==> src/rtl/instruction_fetcher_pkg.sv <==
`default_nettype none
// +--------------------------------------------------------------------------+
// | Module      : instruction_fetcher_pkg                                    |
// | Description : Shared types and constants for the instruction fetcher.    |
// | Revision    : 1.0 - initial release                                      |
// +--------------------------------------------------------------------------+
package instruction_fetcher_pkg;

  // Instruction word width delivered to the decoder.
  localparam int ILEN       = 32;
  // Native address width of the fetch path.
  localparam int FETCH_XLEN = 64;

  // One buffered fetch result: the word together with the PC it came from.
  typedef struct packed {
    logic [FETCH_XLEN-1:0] pc;
    logic [ILEN-1:0]       code;
  } fetch_entry_t;

  // Width of a counter that must be able to hold the value DEPTH itself.
  function automatic int cnt_width(input int depth);
    return $clog2(depth) + 1;
  endfunction

endpackage
`default_nettype wire

==> src/rtl/instruction_fetcher_fifo.sv <==
`default_nettype none
// +--------------------------------------------------------------------------+
// | Module      : instruction_fetcher_fifo                                   |
// | Description : Generic synchronous FIFO with occupancy count and a        |
// |               synchronous clear that overrides push and pop.             |
// | Revision    : 1.0 - initial release                                      |
// +--------------------------------------------------------------------------+
module instruction_fetcher_fifo
  import instruction_fetcher_pkg::*;
#(
  parameter int WIDTH = 96,
  parameter int DEPTH = 4
) (
  input  logic                        clk_i,
  input  logic                        arst_ni,
  input  logic                        clr_i,
  input  logic                        push_i,
  input  logic [WIDTH-1:0]            data_i,
  input  logic                        pop_i,
  output logic [WIDTH-1:0]            data_o,
  output logic                        empty_o,
  output logic [cnt_width(DEPTH)-1:0] count_o
);

  localparam int AW = $clog2(DEPTH);
  localparam int CW = cnt_width(DEPTH);
  localparam logic [CW-1:0] c_depth = CW'(DEPTH);

  logic [WIDTH-1:0] r_mem [DEPTH];
  logic [AW-1:0]    r_wptr;
  logic [AW-1:0]    r_rptr;
  logic [CW-1:0]    r_count;

  logic w_empty;
  logic w_full;
  logic w_do_push;
  logic w_do_pop;

  assign w_empty   = (r_count == '0);
  assign w_full    = (r_count == c_depth);
  // A push into a full queue is only legal when the head leaves in the same cycle.
  assign w_do_push = push_i & (~w_full | pop_i);
  assign w_do_pop  = pop_i & ~w_empty;

  // Storage array; contents are only meaningful between the pointers.
  always_ff @(posedge clk_i) begin
    if (w_do_push && !clr_i) begin
      r_mem[r_wptr] <= data_i;
    end
  end

  // Pointers and occupancy; the clear discards everything including this cycle's traffic.
  always_ff @(posedge clk_i or negedge arst_ni) begin
    if (!arst_ni) begin
      r_wptr  <= '0;
      r_rptr  <= '0;
      r_count <= '0;
    end else if (clr_i) begin
      r_wptr  <= '0;
      r_rptr  <= '0;
      r_count <= '0;
    end else begin
      if (w_do_push) begin
        r_wptr <= r_wptr + AW'(1);
      end
      if (w_do_pop) begin
        r_rptr <= r_rptr + AW'(1);
      end
      case ({w_do_push, w_do_pop})
        2'b10:   r_count <= r_count + CW'(1);
        2'b01:   r_count <= r_count - CW'(1);
        default: r_count <= r_count;
      endcase
    end
  end

  assign data_o  = r_mem[r_rptr];
  assign empty_o = w_empty;
  assign count_o = r_count;

endmodule
`default_nettype wire

==> src/rtl/instruction_fetcher.sv <==
`default_nettype none
// +--------------------------------------------------------------------------+
// | Module      : instruction_fetcher                                        |
// | Description : Issues in-order word fetches, buffers returned words with  |
// |               their PC and hands them to decode on a valid/ready         |
// |               handshake. A flush redirects fetch and drops stale words.  |
// | Revision    : 1.0 - initial release                                      |
// +--------------------------------------------------------------------------+
module instruction_fetcher
  import instruction_fetcher_pkg::*;
#(
  parameter int              XLEN     = 64,
  parameter logic [XLEN-1:0] RESET_PC = '0,
  parameter int              DEPTH    = 4
) (
  input  logic            clk_i,
  input  logic            arst_ni,
  input  logic            flush_i,
  input  logic [XLEN-1:0] flush_pc_i,
  output logic            mem_req_o,
  output logic [XLEN-1:0] mem_addr_o,
  input  logic            mem_gnt_i,
  input  logic            mem_rvalid_i,
  input  logic [ILEN-1:0] mem_rdata_i,
  output logic [ILEN-1:0] code_o,
  output logic [XLEN-1:0] pc_o,
  output logic            valid_o,
  input  logic            ready_i
);

  localparam int CW = cnt_width(DEPTH);
  localparam int EW = XLEN + ILEN;
  localparam logic [CW:0]     c_depth = (CW+1)'(DEPTH);
  localparam logic [XLEN-1:0] c_step  = XLEN'(4);

  logic [XLEN-1:0] r_pc;
  logic [XLEN-1:0] r_resp_pc;
  logic [CW-1:0]   r_inflight;
  logic [CW-1:0]   r_drop;

  logic [CW-1:0]   w_count;
  logic            w_empty;
  logic [EW-1:0]   w_head;
  logic [EW-1:0]   w_push_entry;
  logic [CW:0]     w_credit_sum;
  logic            w_req;
  logic            w_grant;
  logic            w_resp_drop;
  logic            w_push;
  logic            w_valid;
  logic            w_pop;
  logic [CW-1:0]   w_inflight_nxt;
  logic [XLEN-1:0] w_flush_pc;

  // Every request granted or word buffered consumes one credit out of DEPTH,
  // so the queue can never overflow. Reset also masks the request combinationally.
  assign w_credit_sum = {1'b0, r_inflight} + {1'b0, w_count};
  assign w_req        = arst_ni & ~flush_i & (w_credit_sum < c_depth);
  assign w_grant      = w_req & mem_gnt_i;

  // Responses owed to a pre-flush PC stream are discarded while drop is non-zero.
  assign w_resp_drop  = mem_rvalid_i & (r_drop != '0);
  assign w_push       = mem_rvalid_i & (r_drop == '0) & ~flush_i;

  assign w_valid      = ~w_empty & ~flush_i;
  assign w_pop        = w_valid & ready_i;

  assign w_inflight_nxt = r_inflight + CW'(w_grant) - CW'(mem_rvalid_i);
  assign w_flush_pc     = {flush_pc_i[XLEN-1:2], 2'b00};
  assign w_push_entry   = {r_resp_pc, mem_rdata_i};

  // Fetch PC advances on grant; a flush redirects both request and response PCs.
  always_ff @(posedge clk_i or negedge arst_ni) begin
    if (!arst_ni) begin
      r_pc      <= RESET_PC;
      r_resp_pc <= RESET_PC;
    end else if (flush_i) begin
      r_pc      <= w_flush_pc;
      r_resp_pc <= w_flush_pc;
    end else begin
      if (w_grant) begin
        r_pc <= r_pc + c_step;
      end
      if (w_push) begin
        r_resp_pc <= r_resp_pc + c_step;
      end
    end
  end

  // Outstanding-request and drop accounting. Drop never exceeds inflight, so
  // on a flush every request still outstanding after this cycle becomes a drop;
  // this also accumulates correctly over back-to-back flushes.
  always_ff @(posedge clk_i or negedge arst_ni) begin
    if (!arst_ni) begin
      r_inflight <= '0;
      r_drop     <= '0;
    end else begin
      r_inflight <= w_inflight_nxt;
      if (flush_i) begin
        r_drop <= w_inflight_nxt;
      end else begin
        r_drop <= r_drop - CW'(w_resp_drop);
      end
    end
  end

  instruction_fetcher_fifo #(
    .WIDTH (EW),
    .DEPTH (DEPTH)
  ) u_queue (
    .clk_i   (clk_i),
    .arst_ni (arst_ni),
    .clr_i   (flush_i),
    .push_i  (w_push),
    .data_i  (w_push_entry),
    .pop_i   (w_pop),
    .data_o  (w_head),
    .empty_o (w_empty),
    .count_o (w_count)
  );

  assign mem_req_o  = w_req;
  assign mem_addr_o = r_pc;
  assign valid_o    = w_valid;
  assign code_o     = w_empty ? '0 : w_head[ILEN-1:0];
  assign pc_o       = w_empty ? '0 : w_head[EW-1:ILEN];

endmodule
`default_nettype wire
==> config.mk <==
export PLATFORM = sky130hd
export DESIGN_NAME = instruction_fetcher
export DESIGN_NICKNAME = d
export VERILOG_FILES = /design/src/rtl/instruction_fetcher_pkg.sv /design/src/rtl/instruction_fetcher_fifo.sv /design/src/rtl/instruction_fetcher.sv
export SDC_FILE = /design/constraint.sdc
export NUM_CORES = 1
export LEC_CHECK = 0
export BUFFER_PORTS_ARGS = -buffer_cell sky130_fd_sc_hd__buf_2
export CORE_MARGIN = 3
export CORE_UTILIZATION = 42
export CTS_CLUSTER_DIAMETER = 200
export DETAILED_ROUTE_END_ITERATION = 10
export PLACE_DENSITY = 0.65
export SYNTH_ARGS = -nofsm -noshare
export SYNTH_HDL_FRONTEND = slang
export SYNTH_SLANG_ARGS = --single-unit
export TNS_END_PERCENT = 1
==> constraint.sdc <==
create_clock -name clk_i -period 5.2 [get_ports clk_i]
set_input_delay 1.04 -clock clk_i [delete_from_list [all_inputs] [get_ports clk_i]]
set_output_delay 1.04 -clock clk_i [all_outputs]
set_load 0.01 [all_outputs]
==> results.json, run 1 <==
{
  "finalWirelength_microns": 59200,
  "routed-wl-met2_microns": 27400,
  "worst_pin_slew_ns": 1.23,
  "antenna_violations_before_repair": 3,
  "unrepaired_setup_endpoints_after_global_routing": "no",
  "sequential_area_share_after_synthesis_pct": 64.6,
  "place_ws_ns": 1.09,
  "wire_length_per_cell_microns": 22.9,
  "synthesis.instances": 1598,
  "critPathArrivalTime_ns": 2.85,
  "cpLargestDelayFamily": "simple AND/OR/NAND/NOR gates",
  "powerDensity_nw_per_um2": 379,
  "grt_pass1_vias": 14700,
  "leakage_uw": 0.00956,
  "worst_slack_ns": 1.31,
  "globalRoute.totalOverflow": 0,
  "cts.repair.resized": 0,
  "placement_rows": 84,
  "die_area_sq_um": 57000,
  "globalplace.congestion": 0.870,
  "power.total_uw": 10100,
  "areaGrowthSynthToFinish_pct": 16.9,
  "synth_warnings": 0,
  "pin_count": 264,
  "grt_first_pass_wirelength_microns": 90100,
  "critPathRequiredTime_ns": 4.16,
  "vias": 15000,
  "met3_wirelength_microns": 4580,
  "whs_ns": 0.516,
  "detail_route.wirelength.met1_microns": 25100,
  "hold_end": "r_inflight[2]",
  "worstPathCellList": "or3_2 > buf_4 > and2_1 > buf_2",
  "delay_of_the_slowest_cell_on_the_worst_path_ns": 0.83,
  "cts_post_setup_buffers_inserted": 0,
  "tritoncts_num_sinks": 513,
  "fill_cells": 4486,
  "vdd_drop_max_v": 0.000252,
  "final_min_period_over_clock_period_pct": 74.9,
  "nature_of_the_critical_path_startpoint": "register",
  "grt_util_all_layers_pct": 20.7,
  "detailed_place.area_sq_um": 24800,
  "outcome": "complete, no violations",
  "fp.dieW_microns": 239,
  "remaining_drc_errors": 0,
  "crit_path_max_fanout": 59,
  "hold_start": "r_inflight[2]",
  "timing.setup.critical_path_class": "reg2out",
  "chipHeight_microns": 239,
  "detail-route-antenna-nets": 0,
  "rr_worst_depth": 4,
  "nets": 1960,
  "max_cap_viols": 0,
  "cts_buffers": 54,
  "period_minus_slack_ns": 3.89,
  "port_buffers": 257,
  "postSynthRegisterBits": 513,
  "detailed_place_hpwl_microns": 39000,
  "via_per_inst": 5.82,
  "cts_max_level": 2,
  "fin_worst_skew_ns": 0.0177,
  "final_layout_size_suffix_gt1_share_pct": 26.7,
  "timing_hold_violations_final": 0,
  "setup_violations": 0,
  "r2r_setup_slack_ns": 1.80,
  "clk_path_buf_depth": 3,
  "grt_start_max_net_pins": 97,
  "worst_r2r_startpoint": "r_drop[0]",
  "maxUsedRoutingLayer": "met5",
  "tritoncts_clock_tree": "yes",
  "synth.avg_cell_area_sq_um": 14.2,
  "synth_enable_flop_cells": 376,
  "post_synth_instance_area_sq_um": 22800,
  "critical_path.n_buffers_inverters": 2,
  "post_synth_num_cell_types": 73,
  "core_sq_um": 53100,
  "clock_insertion_delay_worst_skew_ns": 0.60,
  "slowest_stage": "sky130_fd_sc_hd__or3_2",
  "slew-limit-headroom_pct": 17.0,
  "fmax_mhz": 257,
  "drtPass1Iterations": 5,
  "worstSetupEndpointType": "output pin",
  "slew_viol_final": 0,
  "post-route-cell-area_sq_um": 26600,
  "synth_top_flop_cell": "sky130_fd_sc_hd__edfxtp_1",
  "holdCritPathClass": "reg2reg",
  "regToRegEndpoint": "u_queue.r_mem[0][54]",
  "ctsHoldBuffers": 0,
  "synth_async_sr_flop_share_pct": 26.7,
  "worstHoldPathCells": 1,
  "drt_iter0_drc": 1268,
  "clock-root-buffer": "sky130_fd_sc_hd__clkbuf_16",
  "effective_utilization_at_floorplan_pct": 42.9,
  "clk_pin_slew_ns": 0.06,
  "totalNegativeSetupSlack_ns": 0
}
==> layer usage <==
layer	up-vias	GRT usage (%)
li1	6683	-
met1	7600	29.2
met2	607	31.9
met3	111	3.86
met4	2	8.30
met5	-	0
==> cell usage in the layout, fill, tap and decap left out, types with 50 or more instances in the layout <==
| cell type | instances |
|---|---|
| sky130_fd_sc_hd__dfrtp_1 | 135 |
| sky130_fd_sc_hd__nand2_1 | 123 |
| sky130_fd_sc_hd__buf_2 | 255 |
| sky130_fd_sc_hd__o21ai_0 | 55 |
| sky130_fd_sc_hd__clkbuf_16 | 57 |
| sky130_fd_sc_hd__nand3_1 | 98 |
| sky130_fd_sc_hd__and2_1 | 110 |
| sky130_fd_sc_hd__edfxtp_1 | 376 |
| sky130_fd_sc_hd__nor2_1 | 50 |
| sky130_fd_sc_hd__mux4_2 | 94 |
==> logic make-up (layout without fill, tap and decap cells) <==
| logic type | after synthesis | count (layout) | synth area share [%] |
|---|---|---|---|
| AND/OR/NAND/NOR | 584 | 584 | 14.5 |
| multiplexers | 112 | 112 | 10.1 |
| buffers and inverters | 132 | 421 | 2.41 |
| AO/OA/AOI/OAI | 194 | 194 | 5.58 |
| flip-flops | 513 | 513 | 64.6 |
| other | 1 | 6 | 0.0165 |
| adder cells (fa/ha/maj) | 14 | 14 | 0.835 |
| XOR/XNOR | 48 | 48 | 1.85 |
==> layout make-up <==
cell class	instances	area (sq um)	area share [%]
Antenna cell	2	5.00	0.0188
Clock buffer	73	1520	5.70
Clock inverter	29	260	0.978
Inverter	37	139	0.522
Multi-Input combinational cell	956	7540	28.4
Sequential cell	513	14700	55.3
Tap cell	688	861	3.23
Timing Repair Buffer	282	1560	5.85
==> stage by stage <==
stage / instances / utilization (%)
after CTS: 2578 / 50.1
final: 2580 / 50.1
after global routing: 2579 / 50.1
after floorplan: 1601 / -
after detailed placement: 2476 / 46.8
after global placement: 2476 / 46.8
==> cell usage after synthesis (4+ instances only) <==
master / number / area [sq um]
sky130_fd_sc_hd__a21oi_1: 24 / 120
sky130_fd_sc_hd__a22oi_1: 7 / 52.6
sky130_fd_sc_hd__a31oi_1: 24 / 150
sky130_fd_sc_hd__a41oi_1: 4 / 35.0
sky130_fd_sc_hd__and2_1: 114 / 713
sky130_fd_sc_hd__and3_1: 9 / 56.3
sky130_fd_sc_hd__and4_1: 7 / 61.3
sky130_fd_sc_hd__buf_1: 6 / 22.5
sky130_fd_sc_hd__buf_2: 11 / 55.1
sky130_fd_sc_hd__buf_4: 4 / 30.0
sky130_fd_sc_hd__clkbuf_1: 69 / 259
sky130_fd_sc_hd__dfrtp_1: 137 / 3430
sky130_fd_sc_hd__edfxtp_1: 376 / 11300
sky130_fd_sc_hd__ha_1: 12 / 150
sky130_fd_sc_hd__inv_1: 35 / 131
sky130_fd_sc_hd__mux2_2: 10 / 113
sky130_fd_sc_hd__mux2i_1: 8 / 80.1
sky130_fd_sc_hd__mux4_2: 94 / 2120
sky130_fd_sc_hd__nand2_1: 123 / 462
sky130_fd_sc_hd__nand3_1: 98 / 490
sky130_fd_sc_hd__nand4_1: 44 / 275
sky130_fd_sc_hd__nor2_1: 50 / 188
sky130_fd_sc_hd__nor2b_1: 11 / 68.8
sky130_fd_sc_hd__nor3_1: 24 / 120
sky130_fd_sc_hd__nor3b_1: 4 / 30.0
sky130_fd_sc_hd__nor4_1: 17 / 106
sky130_fd_sc_hd__nor4_2: 4 / 50.1
sky130_fd_sc_hd__nor4_4: 4 / 85.1
sky130_fd_sc_hd__o211ai_1: 32 / 240
sky130_fd_sc_hd__o21ai_0: 55 / 275
sky130_fd_sc_hd__o21ai_1: 5 / 25.0
sky130_fd_sc_hd__o311ai_0: 16 / 140
sky130_fd_sc_hd__o31a_1: 6 / 52.6
sky130_fd_sc_hd__or2_2: 4 / 25.0
sky130_fd_sc_hd__or3_1: 16 / 100
sky130_fd_sc_hd__or4_1: 30 / 225
sky130_fd_sc_hd__or4b_1: 4 / 40.0
sky130_fd_sc_hd__xnor2_1: 35 / 307
sky130_fd_sc_hd__xor2_1: 13 / 114
==> worst reg2reg max path: cells and delay by family, from the launching register on <==
kind            cells  cell delay (ns)
simple gates        2             1.40
compound gates      1             0.79
flops               1             0.41
buf+inv             1             0.45
==> sequential cells by signal (all words and copies together), names as in the netlist <==
register and count:
u_queue.r_mem 376, mem_addr_o 62, r_resp_pc 62, r_drop 3, r_inflight 3, u_queue.count_o 3, u_queue.r_rptr 2, u_queue.r_wptr 2
==> worst max path at each step <==
| stage | slack, ns | cells past startpoint | end | startpoint |
|---|---|---|---|---|
| 5_1_grt | 1.06 | 4 | pc_o[23] | u_queue.count_o[2] |
| 3_3_place_gp | 1.15 | 5 | u_queue.r_mem[0][49] | mem_rvalid_i |
| 2_1_floorplan | 0.27 | 4 | u_queue.r_mem[1][0] | mem_rvalid_i |
| 4_1_cts | 1.14 | 4 | pc_o[22] | u_queue.count_o[2] |
| 6_report | 1.31 | 4 | pc_o[22] | u_queue.count_o[2] |
| 3_5_place_dp | 1.09 | 5 | u_queue.r_mem[1][49] | mem_rvalid_i |
==> power breakdown <==
part           internal (uW)  switching (uW)
Sequential              4650             298
Clock                   2250            1610
Combinational            550             732
Power figures use the tool's default switching activity.
==> inputs of run 2 (changes only) <==
--- a/config.mk
+++ b/config.mk
@@ -5,12 +5,13 @@
 export SDC_FILE = /design/constraint.sdc
 export NUM_CORES = 1
 export LEC_CHECK = 0
+export ABC_AREA = 1
 export BUFFER_PORTS_ARGS = -buffer_cell sky130_fd_sc_hd__buf_2
 export CORE_MARGIN = 3
 export CORE_UTILIZATION = 42
 export CTS_CLUSTER_DIAMETER = 200
 export DETAILED_ROUTE_END_ITERATION = 10
-export PLACE_DENSITY = 0.65
+export PLACE_DENSITY = 0.64
 export SYNTH_ARGS = -nofsm -noshare
 export SYNTH_HDL_FRONTEND = slang
 export SYNTH_SLANG_ARGS = --single-unit
==> constraint.sdc (replaced) <==
create_clock -name clk_i -period 3.9 [get_ports clk_i]
set_input_delay 0.78 -clock clk_i [delete_from_list [all_inputs] [get_ports clk_i]]
set_output_delay 0.78 -clock clk_i [all_outputs]
set_load 0.01 [all_outputs]
==> run 2 against run 1 <==
  * Combinational power grew to 3.7 times the previous value
  * Synthesized area grew 6.8%
  * Clock-buffer cell count fell by 6
  * Global-route usage rose by 3.4 points
  * Core utilization is 0.082 points lower
  * Register-to-register slack worse by 0.65 ns
  * Via count grew 30%
  * Die area rose by 6.7%
  * Sequential cell count is the same
  * Clock skew increased by 0.0012 ns
  * Critical path depth rose by 1
  * Critical endpoint is now pc_o[43]
==> results.json, run 2 <==
{
  "synth_top_flop_cell": "sky130_fd_sc_hd__edfxtp_1",
  "post_synth_num_cell_types": 42,
  "nature_of_the_critical_path_startpoint": "register",
  "port_buffers": 257,
  "synth_enable_flop_cells": 376,
  "clock-root-buffer": "sky130_fd_sc_hd__clkbuf_16",
  "post_synth_instance_area_sq_um": 24300,
  "ctsHoldBuffers": 0,
  "final_min_period_over_clock_period_pct": 93.6,
  "synthesis.instances": 2636,
  "fp.dieW_microns": 247,
  "setup_violations": 0,
  "outcome": "complete, no violations",
  "vdd_drop_max_v": 0.000400,
  "pin_count": 264,
  "post-synth-top-area-fraction_pct": 46.4,
  "crit_path_max_fanout": 66,
  "grt_first_pass_wirelength_microns": 112000,
  "slew-limit-headroom_pct": 42.4,
  "worstPathCellList": "inv_4 > buf_4 > o21ai_0 > a21oi_1 > buf_2",
  "grt_pass1_vias": 19000,
  "clk_path_buf_depth": 3,
  "nets": 2992,
  "delay_of_the_slowest_cell_on_the_worst_path_ns": 0.77,
  "via_per_inst": 5.31,
  "vias": 19500,
  "number_of_flip_flops_under_the_largest_register_name": 376,
  "switching_power_uw": 6250,
  "slowest_stage": "sky130_fd_sc_hd__dfrtp_4",
  "critPathArrivalTime_ns": 2.87,
  "fmax_mhz": 274,
  "fill_cells": 5346,
  "cts.repair.resized": 0,
  "critPathRequiredTime_ns": 3.12,
  "combPwrFrac_pct": 27.3,
  "synth.avg_cell_area_sq_um": 9.23,
  "yosysMostFrequentCell": "sky130_fd_sc_hd__nor2_1",
  "grt_util_all_layers_pct": 24.1,
  "register_bank_with_the_most_flops": "u_queue.r_mem",
  "unrepaired_setup_endpoints_after_global_routing": "no",
  "die_area_sq_um": 60800,
  "tritoncts_clock_tree": "yes",
  "cts_post_setup_buffers_inserted": 0,
  "yosysTopAreaCell": "sky130_fd_sc_hd__edfxtp_1",
  "clk_pin_slew_ns": 0.07,
  "period_minus_slack_ns": 3.65,
  "switching_share_pct": 35.7,
  "netlist_top_cells_area": "sky130_fd_sc_hd__edfxtp_1, sky130_fd_sc_hd__dfrtp_1, sky130_fd_sc_hd__nor2_1",
  "antenna_violations_before_repair": 1,
  "worst_slack_ns": 0.251,
  "areaGrowthSynthToFinish_pct": 16.9,
  "drtPass1Iterations": 5,
  "synth_async_sr_flop_share_pct": 26.7,
  "place_ws_ns": 0.830,
  "pwr-share-clk_pct": 31.5,
  "powerDensity_nw_per_um2": 616,
  "num_antenna_cells": 0,
  "globalplace.congestion": 0.930,
  "core_sq_um": 56800,
  "leakage_uw": 0.0111,
  "placement_rows": 87,
  "tritoncts_num_sinks": 513,
  "chipHeight_microns": 247,
  "detailed_place_hpwl_microns": 50400,
  "timing.setup.critical_path_class": "reg2out",
  "slew_viol_final": 0,
  "sequential_area_share_after_synthesis_pct": 60.5,
  "synth_warnings": 0,
  "remaining_drc_errors": 0,
  "finalWirelength_microns": 74100,
  "synth.cells.most_frequent": "sky130_fd_sc_hd__nor2_1, sky130_fd_sc_hd__nand2_1, sky130_fd_sc_hd__edfxtp_1",
  "effective_utilization_at_floorplan_pct": 42.8,
  "final_common_cell": "sky130_fd_sc_hd__nor2_1",
  "detailed_place.area_sq_um": 26500,
  "post-route-cell-area_sq_um": 28400,
  "final_layout_size_suffix_gt1_share_pct": 15.3,
  "timing_hold_violations_final": 0,
  "worst_pin_slew_ns": 0.864,
  "worstSetupEndpointType": "output pin",
  "internal_power_uw": 11300,
  "critical_path.n_buffers_inverters": 3,
  "max_cap_viols": 0,
  "top_library_cells_by_usage_in_the_layout_fill_and_taps_aside": "sky130_fd_sc_hd__nor2_1, sky130_fd_sc_hd__nand2_1, sky130_fd_sc_hd__edfxtp_1",
  "cpLargestDelayFamily": "buffers and inverters",
  "holdCritPathClass": "in2async",
  "wire_length_per_cell_microns": 20.1,
  "globalRoute.totalOverflow": 0,
  "clock_insertion_delay_worst_skew_ns": 0.63,
  "fin_worst_skew_ns": 0.0189,
  "cts_buffers": 56,
  "power_frac_seq_pct": 41.2,
  "grt_start_max_net_pins": 99,
  "drt_iter0_drc": 1341,
  "cts_max_level": 2,
  "postSynthRegisterBits": 513,
  "detail-route-antenna-nets": 0
}
run 2: final cells by class:
| type | count | area [sq um] | share of cell area, % |
|---|---|---|---|
| Inverter | 137 | 519 | 1.83 |
| Timing Repair Buffer | 290 | 1630 | 5.72 |
| Sequential cell | 513 | 14700 | 51.8 |
| Multi-Input combinational cell | 1878 | 8670 | 30.5 |
| Tap cell | 756 | 946 | 3.33 |
| Clock buffer | 67 | 1490 | 5.25 |
| Clock inverter | 39 | 462 | 1.62 |
run 2: path summary, 6_finish.rpt:
check / depth (start not counted) / slack (ns) / start / end
setup / recovery: 5 / 0.25 / u_queue.r_rptr[0] / pc_o[43]
hold / removal: 2 / 0.28 / arst_ni / mem_addr_o[44]
setup reg to reg: 11 / 1.15 / u_queue.count_o[1] / mem_addr_o[35]
hold reg to reg: 1 / 0.56 / r_inflight[2] / r_inflight[2]
max in group asynchronous: 3 / 2.20 / arst_ni / u_queue.r_rptr[1]
min in group clk_i: 1 / 0.36 / mem_rdata_i[25] / u_queue.r_mem[3][25]
run 2: stage by stage:
stage / setup TNS, ns / cells / hold WS, ns / total power [uW] / util [%]
after floorplan: -185.36 / 2639 / 0.464 / 9940 / -
after global placement: 0 / 3574 / 0.494 / 12000 / 46.6
after global routing: 0 / 3680 / 0.288 / 18500 / 50.1
final: 0 / 3680 / 0.279 / 17500 / 50.1
after detailed placement: 0 / 3574 / 0.528 / 12100 / 46.6
after CTS: 0 / 3680 / 0.272 / 17700 / 50.1
run 2: worst reg2reg max path, delay by kind of cell, from the launching register on:
family                   cells  cell delay (ns)
AO/OA/AOI/OAI                1             0.11
adder cells (fa/ha/maj)      1             0.31
buffers and inverters        3             1.19
flip-flops                   1             0.45
AND/OR/NAND/NOR              6             0.60
run 2: power groups by stage:
stage          sequential, uW  combinational, uW  clock (uW)
2_1_floorplan            6990               2950           0
3_3_place_gp             7280               4760           0
3_5_place_dp             7300               4830           0
4_1_cts                  7200               4860        5630
5_1_grt                  7290               5350        5850
6_report                 7220               4780        5510
run 2: logic make-up (layout without fill, tap and decap cells):
family,count (synthesis),in the layout,share of synthesized area (%)
AO/OA/AOI/OAI,404,404,8.82
XOR/XNOR,71,71,2.56
adder cells (fa/ha/maj),14,14,0.782
buffers and inverters,248,533,4.04
flip-flops,513,513,60.5
other,1,4,0.0154
AND/OR/NAND/NOR,1385,1385,23.3
run 2: routing by layer:
layer	part of all wire, %	routed length [microns]	track usage, %	vias to the layer above
met2	47	34800	39.5	692
met5	0.018	13	0	-
met4	3.9	2930	9.08	2
met3	7.3	5430	4.21	146
li1	-	-	-	9285
met1	42	31000	32.1	9406
==> inputs of run 3 (changes only) <==
--- a/config.mk
+++ b/config.mk
@@ -5,13 +5,15 @@
 export SDC_FILE = /design/constraint.sdc
 export NUM_CORES = 1
 export LEC_CHECK = 0
-export ABC_AREA = 1
 export BUFFER_PORTS_ARGS = -buffer_cell sky130_fd_sc_hd__buf_2
+export CELL_PAD_IN_SITES_DETAIL_PLACEMENT = 2
+export CELL_PAD_IN_SITES_GLOBAL_PLACEMENT = 2
 export CORE_MARGIN = 3
-export CORE_UTILIZATION = 42
+export CORE_UTILIZATION = 41
 export CTS_CLUSTER_DIAMETER = 200
 export DETAILED_ROUTE_END_ITERATION = 10
-export PLACE_DENSITY = 0.64
+export PLACE_DENSITY = 0.83
+export REMOVE_ABC_BUFFERS = 1
 export SYNTH_ARGS = -nofsm -noshare
 export SYNTH_HDL_FRONTEND = slang
 export SYNTH_SLANG_ARGS = --single-unit
==> run 3 against run 2 <==
  * Global-route usage rose by 1.4 points
  * Cell count shrank 28%
  * Via count decreased by 20%
  * Clock power decreased by 0.9%
  * Die area fell by 4.0%
  * Core utilization decreased by 0.45 points
  * First-iteration DRC count decreased by 0.75%
  * Critical path type unchanged
  * Highest routed layer unchanged
==> results.json, run 3 (synthesis gave the netlist of run 1 again) <==
{
  "wire_length_per_cell_microns": 28.4,
  "clk_pin_slew_ns": 0.07,
  "tritoncts_clock_tree": "yes",
  "totalNegativeSetupSlack_ns": 0,
  "nets": 1972,
  "critical_path.n_buffers_inverters": 2,
  "placement_rows": 85,
  "slew_viol_final": 0,
  "detailed_place_hpwl_microns": 49400,
  "unrepaired_setup_endpoints_after_global_routing": "no",
  "detail-route-antenna-nets": 0,
  "powerDensity_nw_per_um2": 517,
  "top_library_cells_by_usage_in_the_layout_fill_and_taps_aside": "sky130_fd_sc_hd__edfxtp_1, sky130_fd_sc_hd__buf_2, sky130_fd_sc_hd__dfrtp_1",
  "globalRoute.totalOverflow": 0,
  "critPathRequiredTime_ns": 3.12,
  "fill_cells": 5138,
  "whs_ns": 0.395,
  "grt_start_max_net_pins": 99,
  "register_bank_with_the_most_flops": "u_queue.r_mem",
  "number_of_flip_flops_under_the_largest_register_name": 376,
  "cpLargestDelayFamily": "simple AND/OR/NAND/NOR gates",
  "slew-limit-headroom_pct": 30.6,
  "vdd_drop_max_v": 0.000383,
  "fin_worst_skew_ns": 0.0158,
  "slowest_stage": "sky130_fd_sc_hd__or3_2",
  "timing_hold_violations_final": 0,
  "port_buffers": 257,
  "clock-root-buffer": "sky130_fd_sc_hd__clkbuf_16",
  "antenna_violations_before_repair": 6,
  "fmax_mhz": 285,
  "tritoncts_num_sinks": 513,
  "effective_utilization_at_floorplan_pct": 41.9,
  "via_per_inst": 5.91,
  "fp.dieW_microns": 242,
  "max_cap_viols": 0,
  "grt_pass1_vias": 17200,
  "remaining_drc_errors": 0,
  "multiInputGateArea_sq_um": 7540,
  "delay_of_the_slowest_cell_on_the_worst_path_ns": 0.85,
  "core_sq_um": 54300,
  "chipHeight_microns": 242,
  "worstSetupEndpointType": "output pin",
  "final_min_period_over_clock_period_pct": 90.0,
  "globalplace.congestion": 0.806,
  "final_common_cell": "sky130_fd_sc_hd__edfxtp_1",
  "cts.repair.resized": 0,
  "nature_of_the_critical_path_startpoint": "register",
  "period_minus_slack_ns": 3.51,
  "setup_violations": 0,
  "areaGrowthSynthToFinish_pct": 18.4,
  "critPathArrivalTime_ns": 2.73,
  "clk_path_buf_depth": 3,
  "drtPass1Iterations": 5,
  "holdCritPathClass": "in2reg",
  "worst_pin_slew_ns": 1.04,
  "die_area_sq_um": 58400,
  "pin_count": 264,
  "worstPathCellList": "or3_2 > buf_12 > and2_1 > buf_2",
  "outcome": "complete, no violations",
  "cts_max_level": 2,
  "cts_buffers": 53,
  "drt_iter0_drc": 1331,
  "crit_path_max_fanout": 61,
  "finalWirelength_microns": 75000,
  "grt_first_pass_wirelength_microns": 113000,
  "clock_insertion_delay_worst_skew_ns": 0.61,
  "vias": 15600,
  "grt_util_all_layers_pct": 25.5,
  "final_layout_size_suffix_gt1_share_pct": 27.4,
  "leakage_uw": 0.00970,
  "register_area_sq_um": 14700,
  "timing.setup.critical_path_class": "reg2out"
}
==> run 3: per-layer routing <==
layer	up-vias	global-route usage (%)	wire, microns	share of wire (%)
li1	6705	-	-	-
met1	8274	33.0	30500	41
met2	509	43.7	37700	50
met3	120	4.64	4410	5.9
met4	4	8.08	2310	3.1
met5	-	0	21	0.028
==> run 3: final timing paths <==
path	depth (start not counted)	to	slack, ns	startpoint
worst min-delay path	1	u_queue.r_mem[2][5]	0.39	mem_rdata_i[5]
worst max register to register	12	r_drop[2]	0.63	u_queue.count_o[2]
worst min register to register	1	r_inflight[2]	0.55	r_inflight[2]
worst max-delay path	4	valid_o	0.39	u_queue.count_o[2]
min in group asynchronous	2	r_inflight[0]	0.55	arst_ni
max in group asynchronous	4	u_queue.r_rptr[1]	1.20	arst_ni
==> run 3: metrics by stage <==
stage	cell area [sq um]	std cells	setup slack (ns)	power [uW]	utilization (%)
floorplan	22400	1506	-1.44	7630	-
global route	27000	2640	0.232	14500	49.6
finish	27000	2640	0.390	13900	49.6
global placement	25100	2539	0.620	8420	46.1
detailed placement	25100	2539	0.526	8570	46.1
CTS	27000	2639	0.259	14100	49.6
==> run 3: power by group <==
group | total [uW] | switching [uW] | internal [uW]
combinational | 1860 | 1100 | 755
sequential | 6610 | 409 | 6200
clock | 5460 | 2250 | 3210
==> run 3: timing repair <==
item,in CTS,in global routing
hold buffers,1,0
endpoints found under the hold margin,7,0
setup buffers,0,0
==> run 3: cell type report <==
type                    instances  share of cell area, %
inverters                      37                  0.515
flip-flops and latches        513                   54.6
multi-input cells             956                   28.0
clock buffers                  68                   5.59
repair buffers                295                   6.47
diodes                          1                0.00928
well taps                     739                   3.43
clock inverters                31                   1.36
